**src/rtl/if_fetch_stage_if.sv**
```systemverilog
// Instruction-memory bus between the fetch stage (master) and the memory (slave).
// A request transfers when imem_req & imem_ready; responses return in order on imem_rvalid.
interface if_fetch_stage_if;
    logic        imem_req;
    logic [31:0] imem_addr;
    logic        imem_ready;
    logic        imem_rvalid;
    logic [31:0] imem_rdata;

    modport master (
        output imem_req,
        output imem_addr,
        input  imem_ready,
        input  imem_rvalid,
        input  imem_rdata
    );

    modport slave (
        input  imem_req,
        input  imem_addr,
        output imem_ready,
        output imem_rvalid,
        output imem_rdata
    );
endinterface

```
**src/rtl/if_fetch_stage.sv**
```systemverilog
// Instruction-fetch stage: holds the fetch PC, keeps at most one request outstanding
// to instruction memory, buffers returned words in a 2-entry queue for decode, and
// redirects on a taken branch while discarding any wrong-path response.
module if_fetch_stage #(
    parameter logic [31:0] RESET_PC = 32'h0
) (
    input  logic                   clk,
    input  logic                   rst,
    input  logic                   freeze,
    input  logic                   Br_taken,
    input  logic [31:0]            Br_addr,
    if_fetch_stage_if.master       imem,
    output logic [31:0]            Instruction,
    output logic [31:0]            PC,
    output logic                   valid
);

    typedef enum logic [1:0] {
        FETCH = 2'd0,   // free to issue a request
        WAIT  = 2'd1,   // one request outstanding, its word will be kept
        DROP  = 2'd2    // one request outstanding, its word is wrong-path
    } state_t;

    state_t      r_state;
    logic [31:0] r_fetch_pc;
    logic [1:0]  r_count;
    logic [31:0] r_q_pc    [2];
    logic [31:0] r_q_instr [2];

    logic        w_valid;
    logic        w_pop;
    logic        w_push;
    logic [1:0]  w_count_next;
    logic        w_req;
    logic        w_accept;
    logic [31:0] w_br_target;
    logic        w_unused_br_lo;

    // Branch targets are word aligned; the two low bits carry no information.
    assign w_br_target    = {Br_addr[31:2], 2'b00};
    assign w_unused_br_lo = ^Br_addr[1:0];

    assign w_valid = (r_count != 2'd0);
    // A taken branch flushes the queue, so nothing is popped or pushed that cycle.
    assign w_pop   = w_valid & ~freeze & ~Br_taken;
    assign w_push  = (r_state == WAIT) & imem.imem_rvalid & ~Br_taken;

    // Never underflows: pop requires a non-empty queue.
    assign w_count_next = r_count + {1'b0, w_push} - {1'b0, w_pop};

    // A new request may ride on the cycle the outstanding response returns, but only
    // when the queue will still have room for the word it brings back.
    assign w_req = ~rst
                 & ((r_state == FETCH) | ((r_state == WAIT) & imem.imem_rvalid & ~Br_taken))
                 & (w_count_next < 2'd2);
    assign w_accept = w_req & imem.imem_ready;

    assign imem.imem_req  = w_req;
    assign imem.imem_addr = r_fetch_pc;

    assign valid       = w_valid;
    assign Instruction = w_valid ? r_q_instr[0] : 32'h0;
    assign PC          = w_valid ? r_q_pc[0]    : 32'h0;

    // Control FSM: state, fetch PC and queue occupancy, with branch taking priority.
    // NOTE: clocked state uses non-blocking assignments so every register samples
    // pre-edge values regardless of statement order.
    always_ff @(posedge clk or posedge rst) begin
        if (rst) begin
            r_state    <= FETCH;
            r_fetch_pc <= RESET_PC;
            r_count    <= 2'd0;
        end else if (Br_taken) begin
            r_fetch_pc <= w_br_target;
            r_count    <= 2'd0;
            case (r_state)
                FETCH:   r_state <= w_accept ? DROP : FETCH;
                // A response arriving with the branch is the wrong-path word itself.
                WAIT:    r_state <= imem.imem_rvalid ? FETCH : DROP;
                DROP:    r_state <= imem.imem_rvalid ? FETCH : DROP;
                default: r_state <= FETCH;
            endcase
        end else begin
            r_count <= w_count_next;
            if (w_accept) begin
                r_fetch_pc <= r_fetch_pc + 32'd4;
            end
            case (r_state)
                FETCH:   r_state <= w_accept ? WAIT : FETCH;
                WAIT:    if (imem.imem_rvalid) r_state <= w_accept ? WAIT : FETCH;
                DROP:    if (imem.imem_rvalid) r_state <= FETCH;
                default: r_state <= FETCH;
            endcase
        end
    end

    // Queue storage: head in entry 0, shifts forward on pop. While in WAIT the fetch
    // PC has already advanced past the outstanding request, so it equals that
    // request's tag (address + 4).
    // NOTE: the data entries carry no reset; occupancy is tracked by r_count and the
    // outputs are gated by it, so stale contents are never visible.
    always_ff @(posedge clk) begin
        if (w_push && w_pop) begin
            if (r_count == 2'd2) begin
                r_q_pc[0]    <= r_q_pc[1];
                r_q_instr[0] <= r_q_instr[1];
                r_q_pc[1]    <= r_fetch_pc;
                r_q_instr[1] <= imem.imem_rdata;
            end else begin
                r_q_pc[0]    <= r_fetch_pc;
                r_q_instr[0] <= imem.imem_rdata;
            end
        end else if (w_push) begin
            // Push without pop only happens with 0 or 1 entries occupied.
            r_q_pc[r_count[0]]    <= r_fetch_pc;
            r_q_instr[r_count[0]] <= imem.imem_rdata;
        end else if (w_pop) begin
            r_q_pc[0]    <= r_q_pc[1];
            r_q_instr[0] <= r_q_instr[1];
        end
    end

endmodule

```
**src/flat_wrapper.sv**
```systemverilog
// flat-port wrapper written by rule: the top's interface ports become plain ports
module if_fetch_stage_flat 
#(
    parameter logic [31:0] RESET_PC = 32'h0
)
  (clk, rst, freeze, Br_taken, Br_addr, Instruction, PC, valid, imem_imem_req, imem_imem_addr, imem_imem_ready, imem_imem_rvalid, imem_imem_rdata);
  if_fetch_stage_if imem_i ();
  input  logic clk;
  input  logic rst;
  input  logic freeze;
  input  logic Br_taken;
  input  logic [31:0] Br_addr;
  output logic [31:0] Instruction;
  output logic [31:0] PC;
  output logic valid;
  output wire logic [$bits(imem_i.imem_req)-1:0] imem_imem_req;
  output wire logic [$bits(imem_i.imem_addr)-1:0] imem_imem_addr;
  input wire logic [$bits(imem_i.imem_ready)-1:0] imem_imem_ready;
  input wire logic [$bits(imem_i.imem_rvalid)-1:0] imem_imem_rvalid;
  input wire logic [$bits(imem_i.imem_rdata)-1:0] imem_imem_rdata;
  assign imem_imem_req = imem_i.imem_req;
  assign imem_imem_addr = imem_i.imem_addr;
  assign imem_i.imem_ready = imem_imem_ready;
  assign imem_i.imem_rvalid = imem_imem_rvalid;
  assign imem_i.imem_rdata = imem_imem_rdata;
  if_fetch_stage #(.RESET_PC(RESET_PC)) u_core (.clk(clk), .rst(rst), .freeze(freeze), .Br_taken(Br_taken), .Br_addr(Br_addr), .imem(imem_i), .Instruction(Instruction), .PC(PC), .valid(valid));
endmodule
```
**config.mk**
```make
export PLATFORM = sky130hd
export DESIGN_NAME = if_fetch_stage_flat
export DESIGN_NICKNAME = d
export VERILOG_FILES = /design/src/rtl/if_fetch_stage_if.sv /design/src/rtl/if_fetch_stage.sv /design/src/flat_wrapper.sv
export SDC_FILE = /design/constraint.sdc
export NUM_CORES = 1
export LEC_CHECK = 0
export ABC_AREA = 0
export CAP_MARGIN = 20
export CORE_MARGIN = 5
export CORE_UTILIZATION = 30
export CTS_CLUSTER_DIAMETER = 50
export DETAILED_ROUTE_END_ITERATION = 8
export SYNTH_ARGS = -nofsm -noshare
export SYNTH_HDL_FRONTEND = slang
export SYNTH_SLANG_ARGS = --single-unit
```
**constraint.sdc**
```tcl
create_clock -name clk -period 6.75 [get_ports clk]
set_input_delay 1.35 -clock clk [delete_from_list [all_inputs] [get_ports clk]]
set_output_delay 1.35 -clock clk [all_outputs]
set_load 0.05 [all_outputs]
```
==> flow_summary.yaml <==
finish:
  fin_nets: 789
  final_cells: 1055
  design_area_um2: 10000
  multi_input_area_um2: 2500
  regArea_um2: 4690
  area_growth_pct: 31.7
  antennaDiodeCount: 0
  fillers: 2395
  drive_gt1_frac: 0.152
job:
  drv_cap: 0
route:
  ant_nets: 0
  first_iter_violations: 307
  routed_wirelength_mm: 19.3
  dr.pass1.iters: 4
  via_count: 5130
  wl_per_cell_um: 18.3
  remaining_drc_errors: 0
  vias_per_cell: 4.86
logic_synthesis:
  seq_area_frac_synth: 0.618
  syn_area_um2: 7590
  synth_xor_xnor_area_share: 0.00725
  muxShareOfSynthArea: 0.0933
  avgSynthCellArea_um2: 12.3
  ys.flop_type: "edfxtp_1"
  yosys_register_bits: 162
  synth_top_family_by_area: "simple AND/OR/NAND/NOR gates"
  synthAdderAreaFrac: 0.0115
  ys_top_cells_by_count: "128 x edfxtp_1, 90 x clkbuf_1, 66 x and2_1, 62 x mux2_2, 34 x dfrtp_1"
  synth_largest_area_cell: "edfxtp_1"
  synth_cell_types: 49
  synth-simple-area-share: 0.155
  async_flop_share: 0.210
  post-synth-top-count-cell: "edfxtp_1"
  ys_top_cells_by_area: "edfxtp_1 51%, dfrtp_1 11%, mux2_2 9.2%"
  ys_warn_count: 0
  synth-edff-count: 128
  yosysTopAreaCellShare: 0.506
  synth-compound-area-share: 0.0568
  synthesis.instances: 618
power_and_ir_drop:
  power-per-cell-area_nw_per_um2: 254
  comb_power_share: 0.144
  clockPowerShare: 0.403
  vdd_drop_max_mv: 0.137
  internal_power_w: 0.00184
  switching_share: 0.277
  p_leak_nw: 3.46
  pwr-share-seq: 0.453
  p_switching_w: 0.000703
setup_path:
  cp-end-kind: "primary output"
  crit_required_ns: 5.40
  crit_fanout: 12
  criticalPathCategory: "in2out"
  crit_path_start_kind: "input port"
  arrival_ns: 3.63
floorplan:
  core-area_um2: 25000
  io_pins: 168
  fp.dieH_um: 169
  initial_core_util: 0.303
  fp.dieArea_um2: 28600
  dieWidth_um: 169
  fp-row-count: 58
clocking:
  cts_htree_levels: 4
  path_clk_slew_ns: 0.06
  clock_latency_ns: 0.42
  cts_buffers: 17
  clock-sinks: 162
  cts_tree: "built"
  cts_root_buf: "clkbuf_16"
  cts_setup_buffers: 0
  cts_buffer_depth: 2
  ctsHoldBuffers: 0
  cts_resized: 0
global_routing:
  grt_max_degree: 66
  overflow: 0
  globalRouteTotalUtil: 0.135
  grt_pass1_vias: 5023
  antenna_found_initial: 1
  grt_pass1_wl_mm: 29.9
timing:
  fin_crit_sh: 0.737
  fmax_mhz: 201
  hold_viol_final: 0
  rsz0062_at_grt: "no"
  maxSlewHeadroom: 0.336
  worst_pin_slew_ns: 0.995
  finalSetupTns_ns: 0
  finalClockSkew_ns: 0.00972
  period_needed_ns: 4.98
  slew_viol_final: 0
  setup_viol: 0
placed_design:
  post_dp_cell_area_um2: 9330
  dp.final_hpwl_mm: 12.6
  place_congestion: 0.752
  dp.cells: 1020
  io_buffers: 163
hold_path:
  hold_path_class: "reg2reg"
status:
  status: "finished, final reports clean"
-- cells by family (layout without fill, tap and decap cells) --
| family | count (synthesis) | count (layout) |
|---|---|---|
| fa+ha+maj | 7 | 7 |
| compound gates | 61 | 61 |
| buf+inv | 113 | 217 |
| simple gates | 208 | 208 |
| flops | 162 | 162 |
| mux | 63 | 63 |
| xor+xnor | 3 | 3 |
| other cells | 1 | 4 |
-- path summary, 6_finish.rpt --
check                                         start                   endpoint  slack [ns]  cells after the start
max in group asynchronous                       rst  u_core.imem.imem_addr[15]        4.87                      3
min in group asynchronous                       rst  u_core.imem.imem_addr[19]        1.54                      3
worst max-delay path                       Br_taken              imem_imem_req        1.77                      8
worst max register to register    u_core.r_state[1]  u_core.imem.imem_addr[24]        3.64                     10
worst min-delay path            u_core.r_q_pc[1][0]        u_core.r_q_pc[0][0]        0.52                      1
worst min register to register  u_core.r_q_pc[1][0]        u_core.r_q_pc[0][0]        0.52                      1
-- cell type report --
class / count / share of cell area
flip-flops and latches: 162 / 0.469
multi-input cells: 346 / 0.250
repair buffers: 172 / 0.173
clock buffers: 17 / 0.0425
inverters: 13 / 0.00488
well taps: 330 / 0.0413
clock inverters: 15 / 0.0193
-- registers in the layout, summed over array words and instances (netlist names) --
signal,flops
u_core.imem.imem_addr,30
u_core.r_count,2
u_core.r_q_instr,64
u_core.r_q_pc,64
u_core.r_state,2
-- layer usage --
| metal | vias to the layer above | wire, µm | share of wire | track usage |
|---|---|---|---|---|
| li1 | 2407 | - | - | - |
| met1 | 2557 | 8820 | 0.46 | 0.182 |
| met2 | 148 | 9090 | 0.47 | 0.215 |
| met3 | 16 | 1160 | 0.060 | 0.0367 |
| met4 | 2 | 229 | 0.012 | 0.0354 |
| met5 | - | 7 | 0.00036 | 0 |
-- worst max-delay path, stage by stage --
cell and delay, ns:
clkdlybuf4s50_1 0.66, nand3b_1 0.41, inv_1 0.21, ha_1 0.21
xnor3_1 0.24, o211ai_1 0.17, inv_1 0.16, buf_4 0.23
-- stage by stage --
stage,util,worst slack [ns],power (W),hold slack [ns]
after floorplan,-,1.81,0.00140,0.497
after global placement,0.372,1.81,0.00153,0.500
after detailed placement,0.373,1.77,0.00154,0.513
after CTS,0.397,1.76,0.00257,0.525
after global routing,0.399,1.61,0.00265,0.546
final,0.399,1.77,0.00254,0.525
-- cells in the final DEF (no fill, tap or decap), types with 15 or more instances in the layout --
cell type	n
nand4_1	18
and2_1	66
a31oi_1	15
mux2_2	62
nand3_1	21
nand2_1	22
dfrtp_1	34
clkdlybuf4s50_1	162
nor2_1	27
clkbuf_16	17
edfxtp_1	128
-- power groups by stage --
stage	sequential, W	combinational [W]	clock [W]
2_1_floorplan	0.00122	0.000177	0
5_1_grt	0.00116	0.000391	0.00110
3_3_place_gp	0.00117	0.000361	0
6_report	0.00115	0.000367	0.00102
4_1_cts	0.00115	0.000365	0.00106
3_5_place_dp	0.00117	0.000363	0
No activity file was read; power rests on OpenSTA's default activity.
